**src/rtl/prog_clock_divider_pkg.sv**
```systemverilog
// Shared constants and types for the programmable clock divider.
// Optional feature macro: PROG_CLKDIV_TICK_EN (enables the per-channel tick outputs).
package prog_clock_divider_pkg;

    // Half-period divisor loaded into every channel at reset.
    localparam int DEFAULT_DIV_PKG = 16384;

    // Upper bound on the number of channels one divider instance may carry.
    localparam int MAX_NUM_CH = 16;

    // Counter width the default configuration is built with.
    localparam int PKG_CNT_W = 16;

    // Per-channel state at the default counter width. Each channel keeps the
    // same fields, in this order, at its own parameterised width:
    //   n       active half-period divisor (0 = stopped)
    //   cnt     position within the current half-period
    //   p       pending divisor waiting for the next boundary
    //   f       pending flag
    //   clk_out divided clock level
    typedef struct packed {
        logic [PKG_CNT_W-1:0] n;
        logic [PKG_CNT_W-1:0] cnt;
        logic [PKG_CNT_W-1:0] p;
        logic                 f;
        logic                 clk_out;
    } ch_state_t;

endpackage

```
**src/rtl/prog_clock_divider_channel.sv**
```systemverilog
// One divided-clock channel: half-period counter, pending-divisor handling,
// phase-alignment and an optional registered rising-edge tick.
// Optional feature macro: PROG_CLKDIV_TICK_EN.
module clkdiv_channel
    import prog_clock_divider_pkg::*;
#(
    parameter int CNT_W       = 16,
    parameter int DEFAULT_DIV = DEFAULT_DIV_PKG
) (
    input  logic             clk,
    input  logic             rst,
    input  logic             en,
    input  logic             sync,
    input  logic             we,
    input  logic [CNT_W-1:0] cfg_div,
    output logic             clk_out,
    output logic             tick,
    output logic             cfg_pending
);

    typedef struct packed {
        logic [CNT_W-1:0] n;
        logic [CNT_W-1:0] cnt;
        logic [CNT_W-1:0] p;
        logic             f;
        logic             clk_out;
    } state_t;

    localparam logic [CNT_W-1:0] ONE = CNT_W'(1);
    localparam state_t RST_STATE = '{
        n:       CNT_W'(DEFAULT_DIV),
        cnt:     '0,
        p:       '0,
        f:       1'b0,
        clk_out: 1'b0
    };

    state_t           cur;
    state_t           nxt;
    logic             boundary;
    logic             do_apply;
    logic [CNT_W-1:0] apply_val;

    // Next-state: sync beats counting; a write landing on an apply event
    // bypasses the pending register so the newest value wins.
    always_comb begin
        nxt       = cur;
        boundary  = en && (cur.n != '0) && (cur.cnt == cur.n - ONE);
        do_apply  = we || cur.f;
        apply_val = we ? cfg_div : cur.p;

        if (we) begin
            nxt.p = cfg_div;
            nxt.f = 1'b1;
        end

        if (sync) begin
            nxt.cnt     = '0;
            nxt.clk_out = 1'b0;
            if (do_apply) begin
                nxt.n = apply_val;
                nxt.f = 1'b0;
            end
        end else if (boundary) begin
            nxt.cnt     = '0;
            nxt.clk_out = ~cur.clk_out;
            if (do_apply) begin
                nxt.n = apply_val;
                nxt.f = 1'b0;
                if (apply_val == '0) begin
                    nxt.clk_out = 1'b0;
                end
            end
        end else if (cur.n == '0) begin
            // Stopped channel: a pending value is taken one cycle after its write.
            nxt.cnt     = '0;
            nxt.clk_out = 1'b0;
            if (cur.f) begin
                nxt.n = apply_val;
                nxt.f = 1'b0;
            end
        end else if (en) begin
            nxt.cnt = cur.cnt + ONE;
        end
    end

    // State register with synchronous reset.
    always_ff @(posedge clk) begin
        if (rst) begin
            cur <= RST_STATE;
        end else begin
            cur <= nxt;
        end
    end

    assign clk_out     = cur.clk_out;
    assign cfg_pending = cur.f;

`ifdef PROG_CLKDIV_TICK_EN
    logic tick_q;
    logic tick_nxt;

    // A rise of the divided clock is the only thing that raises tick.
    always_comb begin
        tick_nxt = ~cur.clk_out & nxt.clk_out;
    end

    // Tick register, cleared by reset so a truncated period never pulses.
    always_ff @(posedge clk) begin
        if (rst) begin
            tick_q <= 1'b0;
        end else begin
            tick_q <= tick_nxt;
        end
    end

    assign tick = tick_q;
`else
    assign tick = 1'b0;
`endif

endmodule

```
**src/rtl/prog_clock_divider.sv**
```systemverilog
// Programmable multi-channel clock divider: decodes divisor writes to one of
// NUM_CH independent channels, each producing a 50% duty divided clock.
// Optional feature macro: PROG_CLKDIV_TICK_EN (per-channel rising-edge tick).
module prog_clock_divider
    import prog_clock_divider_pkg::*;
#(
    parameter int NUM_CH      = 2,
    parameter int CNT_W       = 16,
    parameter int DEFAULT_DIV = DEFAULT_DIV_PKG,
    localparam int CH_W       = (NUM_CH > 1) ? $clog2(NUM_CH) : 1
) (
    input  logic              clk,
    input  logic              rst,
    input  logic              en,
    input  logic              sync,
    input  logic              cfg_we,
    input  logic [CH_W-1:0]   cfg_ch,
    input  logic [CNT_W-1:0]  cfg_div,
    output logic [NUM_CH-1:0] clk_out,
    output logic [NUM_CH-1:0] tick,
    output logic [NUM_CH-1:0] cfg_pending
);

    logic [NUM_CH-1:0] ch_we;

    // One channel per index; a write whose cfg_ch matches no index is dropped.
    for (genvar i = 0; i < NUM_CH; i++) begin : g_ch
        assign ch_we[i] = cfg_we && (cfg_ch == CH_W'(i));

        clkdiv_channel #(
            .CNT_W       (CNT_W),
            .DEFAULT_DIV (DEFAULT_DIV)
        ) u_ch (
            .clk         (clk),
            .rst         (rst),
            .en          (en),
            .sync        (sync),
            .we          (ch_we[i]),
            .cfg_div     (cfg_div),
            .clk_out     (clk_out[i]),
            .tick        (tick[i]),
            .cfg_pending (cfg_pending[i])
        );
    end

endmodule

```
**config.mk**
```make
export PLATFORM = sky130hd
export DESIGN_NAME = prog_clock_divider
export DESIGN_NICKNAME = d
export VERILOG_FILES = /design/src/rtl/prog_clock_divider_pkg.sv /design/src/rtl/prog_clock_divider_channel.sv /design/src/rtl/prog_clock_divider.sv
export SDC_FILE = /design/constraint.sdc
export NUM_CORES = 1
export LEC_CHECK = 0
export CAP_MARGIN = 20
export CORE_MARGIN = 2
export CORE_UTILIZATION = 65
export CTS_BUF_LIST = sky130_fd_sc_hd__clkbuf_16
export CTS_CLUSTER_DIAMETER = 200
export DETAILED_ROUTE_END_ITERATION = 12
export PLACE_DENSITY = 0.85
export SETUP_SLACK_MARGIN = 0.02
export SYNTH_ARGS = -nofsm -noshare
export SYNTH_HDL_FRONTEND = slang
export SYNTH_SLANG_ARGS = --single-unit
```
**constraint.sdc**
```tcl
create_clock -name clk -period 6.9 [get_ports clk]
set_clock_uncertainty 0.1 [all_clocks]
set_input_delay 2.07 -clock clk [delete_from_list [all_inputs] [get_ports clk]]
set_output_delay 2.07 -clock clk [all_outputs]
set_load 0.03 [all_outputs]
```
==> qor.csv, run 1 <==
metric,value,unit
result of the run,"finished, final reports clean",
power density over the cells,215,nW/µm²
Synth-to-Final Area Change,9.08,%
Post-Synth Adder-Cell Area,0.00951,
aggregate global routing overflow,0,
endpoints failing hold,0,
clock edge transition at the registers on the reported setup and hold paths,0.07,ns
wire length after detailed routing,12000,µm
setup violation total in the final timing report,0,
most area-consuming cells after synthesis,"sky130_fd_sc_hd__dfxtp_1, sky130_fd_sc_hd__nand2_1, sky130_fd_sc_hd__xor2_1",
synthesized-area fraction occupied by and/or/nand/nor cells,0.288,
nature of the critical path startpoint,input port,
average size of a mapped cell,8.42,µm²
worst hold slack across all endpoints,0.365,ns
unrepaired setup endpoints after global routing,no,
via density per instance,6.11,
synthesized area,5260,µm²
worst voltage drop across the vdd grid,0.136,mV
initial antenna violation count,0,
count of input and output buffers,25,
Yosys top cell area share,0.380,
Final Total Pwr,1.23,mW
Setup Buffers After CTS,0,
post-synthesis compound-gate area fraction,0.0875,
core region area,7770,µm²
overall via count from detail_route,4469,
Boundary Pins,28,
aggregate negative setup slack,0,ns
final HPWL from detailed placement,8570,µm
Starting Density,0.678,
crit path DAT,4.70,ns
clock latency on the worst-skew pair,0.35,ns
Tightest Pin Transition,0.948,ns
Yosys warning total,0,
Highest Clock Rate,219,MHz
sink count of the clock tree,100,
switch share,0.267,
leading area contributor after synthesis,sky130_fd_sc_hd__dfxtp_1,
number of antenna diodes,0,
post-route design area,5740,µm²
Max Slew Vio Count,0,
die outline width,94.0,µm
"top cells by count, synth","sky130_fd_sc_hd__dfxtp_1, sky130_fd_sc_hd__nand2_1, sky130_fd_sc_hd__nor2_1",
count of standard-cell rows,32,
pin count of the biggest net entering global routing,70,
depth of the worst register-to-register path,10,
detailed-route DRC error count,0,
parity-gate share of the synthesized area counting xor and xnor cells,0.110,
share of post-route cells with drive strength above 1,0.0921,
post-synth cell types,55,
post-CTS resize count,0,
Avg WL per Cell,16.5,µm
kind of path behind the tightest hold check,reg2reg,
Tot GR Track Use,0.286,
number of cells traversed by the worst hold path,2,
TritonCTS clock tree,yes,
cell chosen for the clock root,sky130_fd_sc_hd__clkbuf_16,
worst relative slew slack,0.368,
total of flip-flops plus latches after synthesis,100,
clk buf depth,2,
number of enable-type register cells in the synthesized netlist,0,
vias in the first global route,4174,
endpoint type of the worst setup path,register,
starting DRC count in detailed routing,489,
Post-layout nets,652,
Internal Dissipation,904,µW
power share of the combinational group,0.116,
dominant combinational cell family by area after synthesis,simple AND/OR/NAND/NOR gates,
dpl cell area,5460,µm²
part of the cycle the worst path needs,0.663,
worst endpoint required time,7.03,ns
CTS H-Tree Depth,3,
count of max-cap constraint violations,0,
number of detailed-routing iterations run before antenna repair,5,
Crit Path Class,in2reg,
Die ar.,8830,µm²
instance count of the mapped netlist,625,
global placement routability congestion,0.871,
share of synthesized flip-flops with an asynchronous set or reset,0,
global-route wire length before repair,19800,µm
CTS buffer count,9,
sequential group share of total power,0.492,
largest driver fanout on the critical path,16,
mux cell area share after synthesis,0.0811,
Most used DFF post-synth,sky130_fd_sc_hd__dfxtp_1,
Clock Power Share,0.392,
Die Ht,94.0,µm
standby leakage power,2.22,nW
final critical-path required period,4.57,ns
hold bufs inserted after CTS,0,
share of synthesized area occupied by flip-flops and latches,0.380,
top-count cell post-synth,sky130_fd_sc_hd__dfxtp_1,
ANT nets after route,0,
switching power,329,µW
[worst max-delay path, stage by stage]
cell	delay [ns]
sky130_fd_sc_hd__clkdlybuf4s50_1	0.78
sky130_fd_sc_hd__nand3_1	0.13
sky130_fd_sc_hd__a2111oi_0	0.36
sky130_fd_sc_hd__nor4b_1	0.29
sky130_fd_sc_hd__o2111ai_1	0.26
sky130_fd_sc_hd__a21oi_1	0.23
sky130_fd_sc_hd__a21oi_2	0.20
sky130_fd_sc_hd__mux2_2	0.37
[registers in the layout, indices dropped and copies added (netlist names)]
signal	count
g_ch.u_ch.cfg_pending	2
g_ch.u_ch.clk_out	2
g_ch.u_ch.cur	96
[worst paths after layout]
check,startpoint,slack (ns),to
max reg2reg,g_ch[1].u_ch.cur[34]$_SDFFE_PP0P_,2.93,g_ch[1].u_ch.cur[40]$_SDFFE_PP0P_
max,en,2.33,g_ch[1].u_ch.cur[40]$_SDFFE_PP0P_
min,g_ch[0].u_ch.cur[16]$_SDFFE_PP0P_,0.36,g_ch[0].u_ch.cur[16]$_SDFFE_PP0P_
min reg2reg,g_ch[0].u_ch.cur[16]$_SDFFE_PP0P_,0.36,g_ch[0].u_ch.cur[16]$_SDFFE_PP0P_
[metrics by stage]
step | util | worst slack, ns | instances
2_1_floorplan | - | 3.06 | 626
3_3_place_gp | 0.703 | 2.10 | 717
3_5_place_dp | 0.703 | 2.00 | 717
4_1_cts | 0.739 | 2.37 | 732
5_1_grt | 0.739 | 2.00 | 732
6_report | 0.739 | 2.33 | 732
[power by group through the flow]
stage          sequential (mW)  combinational [mW]  clock (mW)
2_1_floorplan            0.614               0.107           0
3_3_place_gp             0.618               0.135           0
3_5_place_dp             0.619               0.139           0
4_1_cts                  0.606               0.140       0.485
5_1_grt                  0.608               0.156       0.507
6_report                 0.607               0.143       0.483
[cell type report]
| cell class | count | area [µm²] |
|---|---|---|
| Clock buffer | 9 | 225 |
| Clock inverter | 6 | 57.6 |
| Fill cell | 563 | 2030 |
| Timing Repair Buffer | 27 | 260 |
| Inverter | 8 | 30.0 |
| Tap cell | 102 | 128 |
| Sequential cell | 100 | 2000 |
| Multi-Input combinational cell | 480 | 3040 |
[cells by family after synthesis]
kind of cell	Yosys count
adders and majority gates	4
buffers and inverters	46
and+or+nand+nor	297
DFF	100
muxes	35
xor gates and xnor gates	66
other	1
AOI/OAI and AO/OA	76
[cells in the final DEF, fill, tap and decap left out, drive strengths merged, types with 4 or more instances in the layout]
cell / Yosys / routed
clkdlybuf4s50: 0 / 24
mux2i: 4 / 4
or4: 6 / 6
ha: 4 / 4
xnor2: 28 / 28
xor2: 38 / 38
o21ai: 8 / 8
nand3b: 7 / 7
clkinv: 0 / 4
nand4: 7 / 7
and4: 5 / 5
and3: 14 / 14
nor3: 19 / 19
a21oi: 44 / 44
dfxtp: 100 / 100
a211oi: 5 / 5
inv: 8 / 10
or3: 5 / 5
nor2: 60 / 60
nor2b: 33 / 33
nand3: 16 / 16
mux2: 31 / 31
clkbuf: 22 / 9
nand2: 90 / 90
nor4: 18 / 18
[layer usage]
layer	up-vias	track usage	share of wire
met4	0	0.109	0.023
met5	-	0	0
met2	205	0.463	0.46
met1	2082	0.388	0.44
li1	2150	-	-
met3	32	0.0385	0.074
Note: power is estimated with default switching activity, not from simulation.
==> run 2: changes to the inputs <==
CORE_UTILIZATION = 54   (was 65)
PLACE_DENSITY = 0.76   (was 0.85)
clock period = 3.9 ns   (was 6.9 ns; I/O delays follow)
==> run 2 against run 1 <==
Via count fell by 2.0%. First-iteration DRC count fell by 26%. Clock power grew 78%. Non-clock buffer count up 6. Final cell count grew 5.2%. Die area is 19% higher. Sequential cell count stayed put. Global-route usage fell by 5.0 points. Sequential power grew 76%. Hold slack gained 0.012 ns. Register-to-register slack lost 2.6 ns. Sequential share of layout area decreased by 0.65 points. Largest cell class unchanged.
==> qor.csv, run 2 (same netlist as run 1, synthesis figures left out) <==
metric,value,unit,change
Boundary Pins,28,,unchanged
aggregate negative setup slack,0,ns,unchanged
clk buf depth,2,,unchanged
CTS H-Tree Depth,3,,unchanged
number of antenna diodes,0,,unchanged
endpoints failing hold,0,,unchanged
count of standard-cell rows,36,,+13%
number of flip-flops under the largest register name,96,,unchanged
Crit Path Class,reg2reg,,
Die Ht,103,µm,+9.3%
largest driver fanout on the critical path,16,,unchanged
part of the cycle the worst path needs,0.927,,
TritonCTS clock tree,yes,,
worst endpoint required time,4.04,ns,-2.99 ns
power density over the cells,375,nW/µm²,+75%
setup violation total in the final timing report,0,,unchanged
number of detailed-routing iterations run before antenna repair,6,,+1
nature of the critical path startpoint,register,,
largest register by flop count,g_ch.u_ch.cur,,
Highest Clock Rate,277,MHz,
Setup Buffers After CTS,0,,unchanged
overall via count from detail_route,4380,,-2.0%
Starting Density,0.549,,-0.129
result of the run,"finished, final reports clean",,
Die ar.,10600,µm²,+19%
Max Slew Vio Count,0,,unchanged
initial antenna violation count,0,,unchanged
sink count of the clock tree,100,,unchanged
clock edge transition at the registers on the reported setup and hold paths,0.07,ns,about the same
aggregate global routing overflow,0,,unchanged
count of max-cap constraint violations,0,,unchanged
ANT nets after route,0,,unchanged
cell chosen for the clock root,sky130_fd_sc_hd__clkbuf_16,,
global-route wire length before repair,19400,µm,-2.4%
Synth-to-Final Area Change,11.1,%,
share of post-route cells with drive strength above 1,0.107,,+0.0147
"leading cell type in the layout, fill and taps excluded",sky130_fd_sc_hd__dfxtp_1,,
endpoint type of the worst setup path,register,,
post-CTS resize count,0,,unchanged
final HPWL from detailed placement,8830,µm,+2.9%
vias in the first global route,3934,,-5.7%
Post-layout nets,658,,+0.92%
crit path DAT,3.75,ns,-0.95 ns
hold bufs inserted after CTS,0,,unchanged
worst voltage drop across the vdd grid,0.234,mV,+72%
highest-count cells in the layout ignoring fill and taps,"sky130_fd_sc_hd__dfxtp_1, sky130_fd_sc_hd__nand2_1, sky130_fd_sc_hd__nor2_1, sky130_fd_sc_hd__a21oi_1, sky130_fd_sc_hd__xor2_1",,
unrepaired setup endpoints after global routing,no,,
detailed-route DRC error count,0,,unchanged
pin count of the biggest net entering global routing,69,,-1.4%
Tightest Pin Transition,0.742,ns,-0.206 ns
standby leakage power,2.25,nW,+1.3%
wire length after detailed routing,12000,µm,-0.24%
core region area,9590,µm²,+24%
Tot GR Track Use,0.236,,-0.0497
Avg WL per Cell,15.6,µm,-5.2%
clock latency on the worst-skew pair,0.34,ns,about the same
starting DRC count in detailed routing,361,,-26%
kind of path behind the tightest hold check,reg2reg,,
CTS buffer count,9,,unchanged
dpl cell area,5540,µm²,+1.5%
via density per instance,5.69,,-6.8%
worst relative slew slack,0.505,,+0.137
final critical-path required period,3.61,ns,
post-route design area,5850,µm²,+1.9%
die outline width,103,µm,+9.3%
global placement routability congestion,0.844,,-3.0%
count of input and output buffers,25,,unchanged
[run 2: final timing paths]
kind                                startpoint                           endpoint  slack (ns)  cells past startpoint
min          g_ch[0].u_ch.cur[16]$_SDFFE_PP0P_  g_ch[0].u_ch.cur[16]$_SDFFE_PP0P_        0.38                      2
min reg2reg  g_ch[0].u_ch.cur[16]$_SDFFE_PP0P_  g_ch[0].u_ch.cur[16]$_SDFFE_PP0P_        0.38                      2
max          g_ch[1].u_ch.cur[34]$_SDFFE_PP0P_  g_ch[1].u_ch.cur[47]$_SDFFE_PP0P_        0.29                     10
max reg2reg  g_ch[1].u_ch.cur[34]$_SDFFE_PP0P_  g_ch[1].u_ch.cur[47]$_SDFFE_PP0P_        0.29                     10
[run 2: final cells by class]
class	instances	area, µm²
fillers	823	3740
multi-input cells	480	3060
flip-flops and latches	100	2000
repair buffers	33	305
clock buffers	9	225
well taps	133	166
clock inverters	7	60.1
inverters	8	30.0
[run 2: metrics by stage]
stage	std cells	hold WS, ns	util	setup slack, ns	total power [mW]
global placement	754	0.352	0.578	0.285	1.34
detailed placement	754	0.368	0.578	0.185	1.35
CTS	770	0.378	0.607	0.197	2.20
floorplan	626	0.337	-	0.636	1.28
global route	770	0.406	0.610	0.0444	2.27
finish	770	0.376	0.610	0.286	2.19
[run 2: critical path, cell delays in order, from the launching register on]
cell and delay [ns]:
sky130_fd_sc_hd__dfxtp_1 0.37, sky130_fd_sc_hd__inv_1 0.10, sky130_fd_sc_hd__ha_1 0.30, sky130_fd_sc_hd__or3b_1 0.42
sky130_fd_sc_hd__or4_1 0.51, sky130_fd_sc_hd__a2111oi_1 0.44, sky130_fd_sc_hd__nor4b_2 0.28, sky130_fd_sc_hd__o2111ai_1 0.27
sky130_fd_sc_hd__a21oi_2 0.25, sky130_fd_sc_hd__a21oi_4 0.12, sky130_fd_sc_hd__mux2_4 0.34
[run 2: power by group]
| group | internal, mW | switching (mW) |
|---|---|---|
| Combinational | 0.114 | 0.145 |
| Clock | 0.444 | 0.416 |
| Sequential | 1.05 | 0.0261 |
[run 2: layer usage]
layer | vias to the layer above | track usage | wire length (µm)
li1 | 2166 | - | -
met2 | 109 | 0.374 | 5460
met1 | 2082 | 0.327 | 5820
met4 | 0 | 0.100 | 297
met3 | 23 | 0.0292 | 434
met5 | - | 0 | 0
==> RTL edit (flow settings as in run 2) <==
`CNT_W` is set to 16 in 2 places; all go to 18.
--- a/src/rtl/prog_clock_divider_channel.sv
+++ b/src/rtl/prog_clock_divider_channel.sv
@@ -4,7 +4,7 @@
 module clkdiv_channel
     import prog_clock_divider_pkg::*;
 #(
-    parameter int CNT_W       = 16,
+    parameter int CNT_W       = 18,
     parameter int DEFAULT_DIV = DEFAULT_DIV_PKG
 ) (
     input  logic             clk,
--- a/src/rtl/prog_clock_divider.sv
+++ b/src/rtl/prog_clock_divider.sv
@@ -5,7 +5,7 @@
     import prog_clock_divider_pkg::*;
 #(
     parameter int NUM_CH      = 2,
-    parameter int CNT_W       = 16,
+    parameter int CNT_W       = 18,
     parameter int DEFAULT_DIV = DEFAULT_DIV_PKG,
     localparam int CH_W       = (NUM_CH > 1) ? $clog2(NUM_CH) : 1
 ) (
Interface: changed (resized cfg_div); port bits go from 28 to 30. No check against the original RTL was run, so the function may have changed too.
==> RTL edit against run 2 <==
  * Synthesized area is 15% higher
  * Critical path depth stayed put
  * Worst setup slack better by 79 ps
  * Sequential cell count is 12 higher
  * Routed wire length is 17% higher
  * Total power is 9.4% higher
  * Final area is 13% higher
==> RTL edit: results (changes against run 2) <==
- Status: finished, final reports clean (unchanged).
- Growth of design area from synthesis to finish: 9.00% (was 11.1%)
* Share of layout cells above drive strength 1: 12.1% (was 10.7%)
- Worst R2R End: g_ch[1].u_ch.cur[43] (was g_ch[1].u_ch.cur[47])
- Maximum fanout encountered on the critical timing path: 18 (was 16)
* Layout fillers: 955 (was 823)
* GPL Wtd Cong: 0.939 (was 0.844)
- The standard cell with the maximum stage delay on the critical path is sky130_fd_sc_hd__or4b_1 (was sky130_fd_sc_hd__or4_1).
- Number of vias after detailed routing: 4995 (was 4380)
- The post-DP HPWL was 10500 µm (was 8830 µm).
- Fraction of the yosys area taken by sequential cells: 37.0% (was 38.0%)
- The register-to-register setup slack is 360 ps (was 290 ps).
* Met3 usage in global routing: 6.52% (was 2.92%)
- The number of DRC violations after detailed-routing iteration 0 came to 291 (was 361).
* Number of instances in the placed design: 837 (was 754)
- Measured slew at the worst slew-check pin: 695 ps (was 742 ps)
- Share of cell area taken by muxes after synthesis: 8.73% (was 8.11%)
- Total iterations of the first detailed-routing run: 5 (was 6)
* Placed standard-cell area: 6330 µm² (was 5540 µm²)
- The routed length per placed instance came to 16.5 µm (was 15.6 µm).
* Internal: 1.76 mW (was 1.61 mW)
* Minimum setup slack after placement: 116 ps (was 185 ps)
* Number of cells produced by synthesis: 706 (was 625)
- The area fraction in compound gates after synthesis was 8.79% (was 8.75%).
- Cell types with the largest area share after synthesis: sky130_fd_sc_hd__dfxtp_1, sky130_fd_sc_hd__nand2_1, sky130_fd_sc_hd__xnor2_1 (was sky130_fd_sc_hd__dfxtp_1, sky130_fd_sc_hd__nand2_1, sky130_fd_sc_hd__xor2_1)
- Net count of the finished layout: 736 (was 658)
- The number of distinct standard cells referenced by the synthesized netlist was 71 (was 55).
- The via count of the first global-routing pass came to 4818 (was 3934).
- The met2 usage in global routing was 42.6% (was 37.4%).
- Commonest cells in the synthesized netlist: sky130_fd_sc_hd__dfxtp_1, sky130_fd_sc_hd__nand2_1, sky130_fd_sc_hd__nor2_1, sky130_fd_sc_hd__xnor2_1, sky130_fd_sc_hd__a21oi_1 (was sky130_fd_sc_hd__dfxtp_1, sky130_fd_sc_hd__nand2_1, sky130_fd_sc_hd__nor2_1, sky130_fd_sc_hd__a21oi_1, sky130_fd_sc_hd__xor2_1)
* Peak supply drop: 0.283 mV (was 0.234 mV)
- The final critical delay including setup and external delays was 3540 ps (was 3610 ps).
- The global router's overall resource usage came to 24.6% (was 23.6%).
* Worst-case hold slack: 376 ps (about the same)
[RTL edit: cell count changes after synthesis, moves of 5 or more]
| cell | delta |
|---|---|
| sky130_fd_sc_hd__nand3b_1 | -6 |
| sky130_fd_sc_hd__a21oi_1 | -5 |
| sky130_fd_sc_hd__nand4_1 | +9 |
| sky130_fd_sc_hd__nand2_1 | +8 |
| sky130_fd_sc_hd__clkbuf_1 | +6 |
| sky130_fd_sc_hd__nor2b_1 | -6 |
| sky130_fd_sc_hd__and3_1 | -5 |
| sky130_fd_sc_hd__xnor2_1 | +12 |
| sky130_fd_sc_hd__nor2_2 | +10 |
| sky130_fd_sc_hd__dfxtp_1 | +12 |
| sky130_fd_sc_hd__mux2i_1 | +11 |
[RTL edit: layout make-up]
cell class                      count  area share, %
Antenna cell                        1         0.0379
Clock buffer                        9           3.41
Clock inverter                      7          0.739
Inverter                           10          0.568
Multi-Input combinational cell    538           53.5
Sequential cell                   112           33.9
Tap cell                          140           2.65
Timing Repair Buffer               37           5.15
[RTL edit: per-layer routing]
layer	up-vias	share of wire (%)
li1	2448	-
met1	2393	42
met2	136	50
met3	18	5.8
met4	0	1.6
met5	-	0
[RTL edit: worst min path at each step]
stage                              from                  end  cells after the start
finish              g_ch[0].u_ch.cur[5]  g_ch[0].u_ch.cur[5]                      2
global route        g_ch[0].u_ch.cur[9]  g_ch[0].u_ch.cur[9]                      2
CTS                 g_ch[0].u_ch.cur[5]  g_ch[0].u_ch.cur[5]                      2
detailed placement  g_ch[0].u_ch.cur[5]  g_ch[0].u_ch.cur[5]                      2
global placement    g_ch[0].u_ch.cur[6]  g_ch[0].u_ch.cur[6]                      2
floorplan           g_ch[0].u_ch.cur[8]  g_ch[0].u_ch.cur[8]                      2
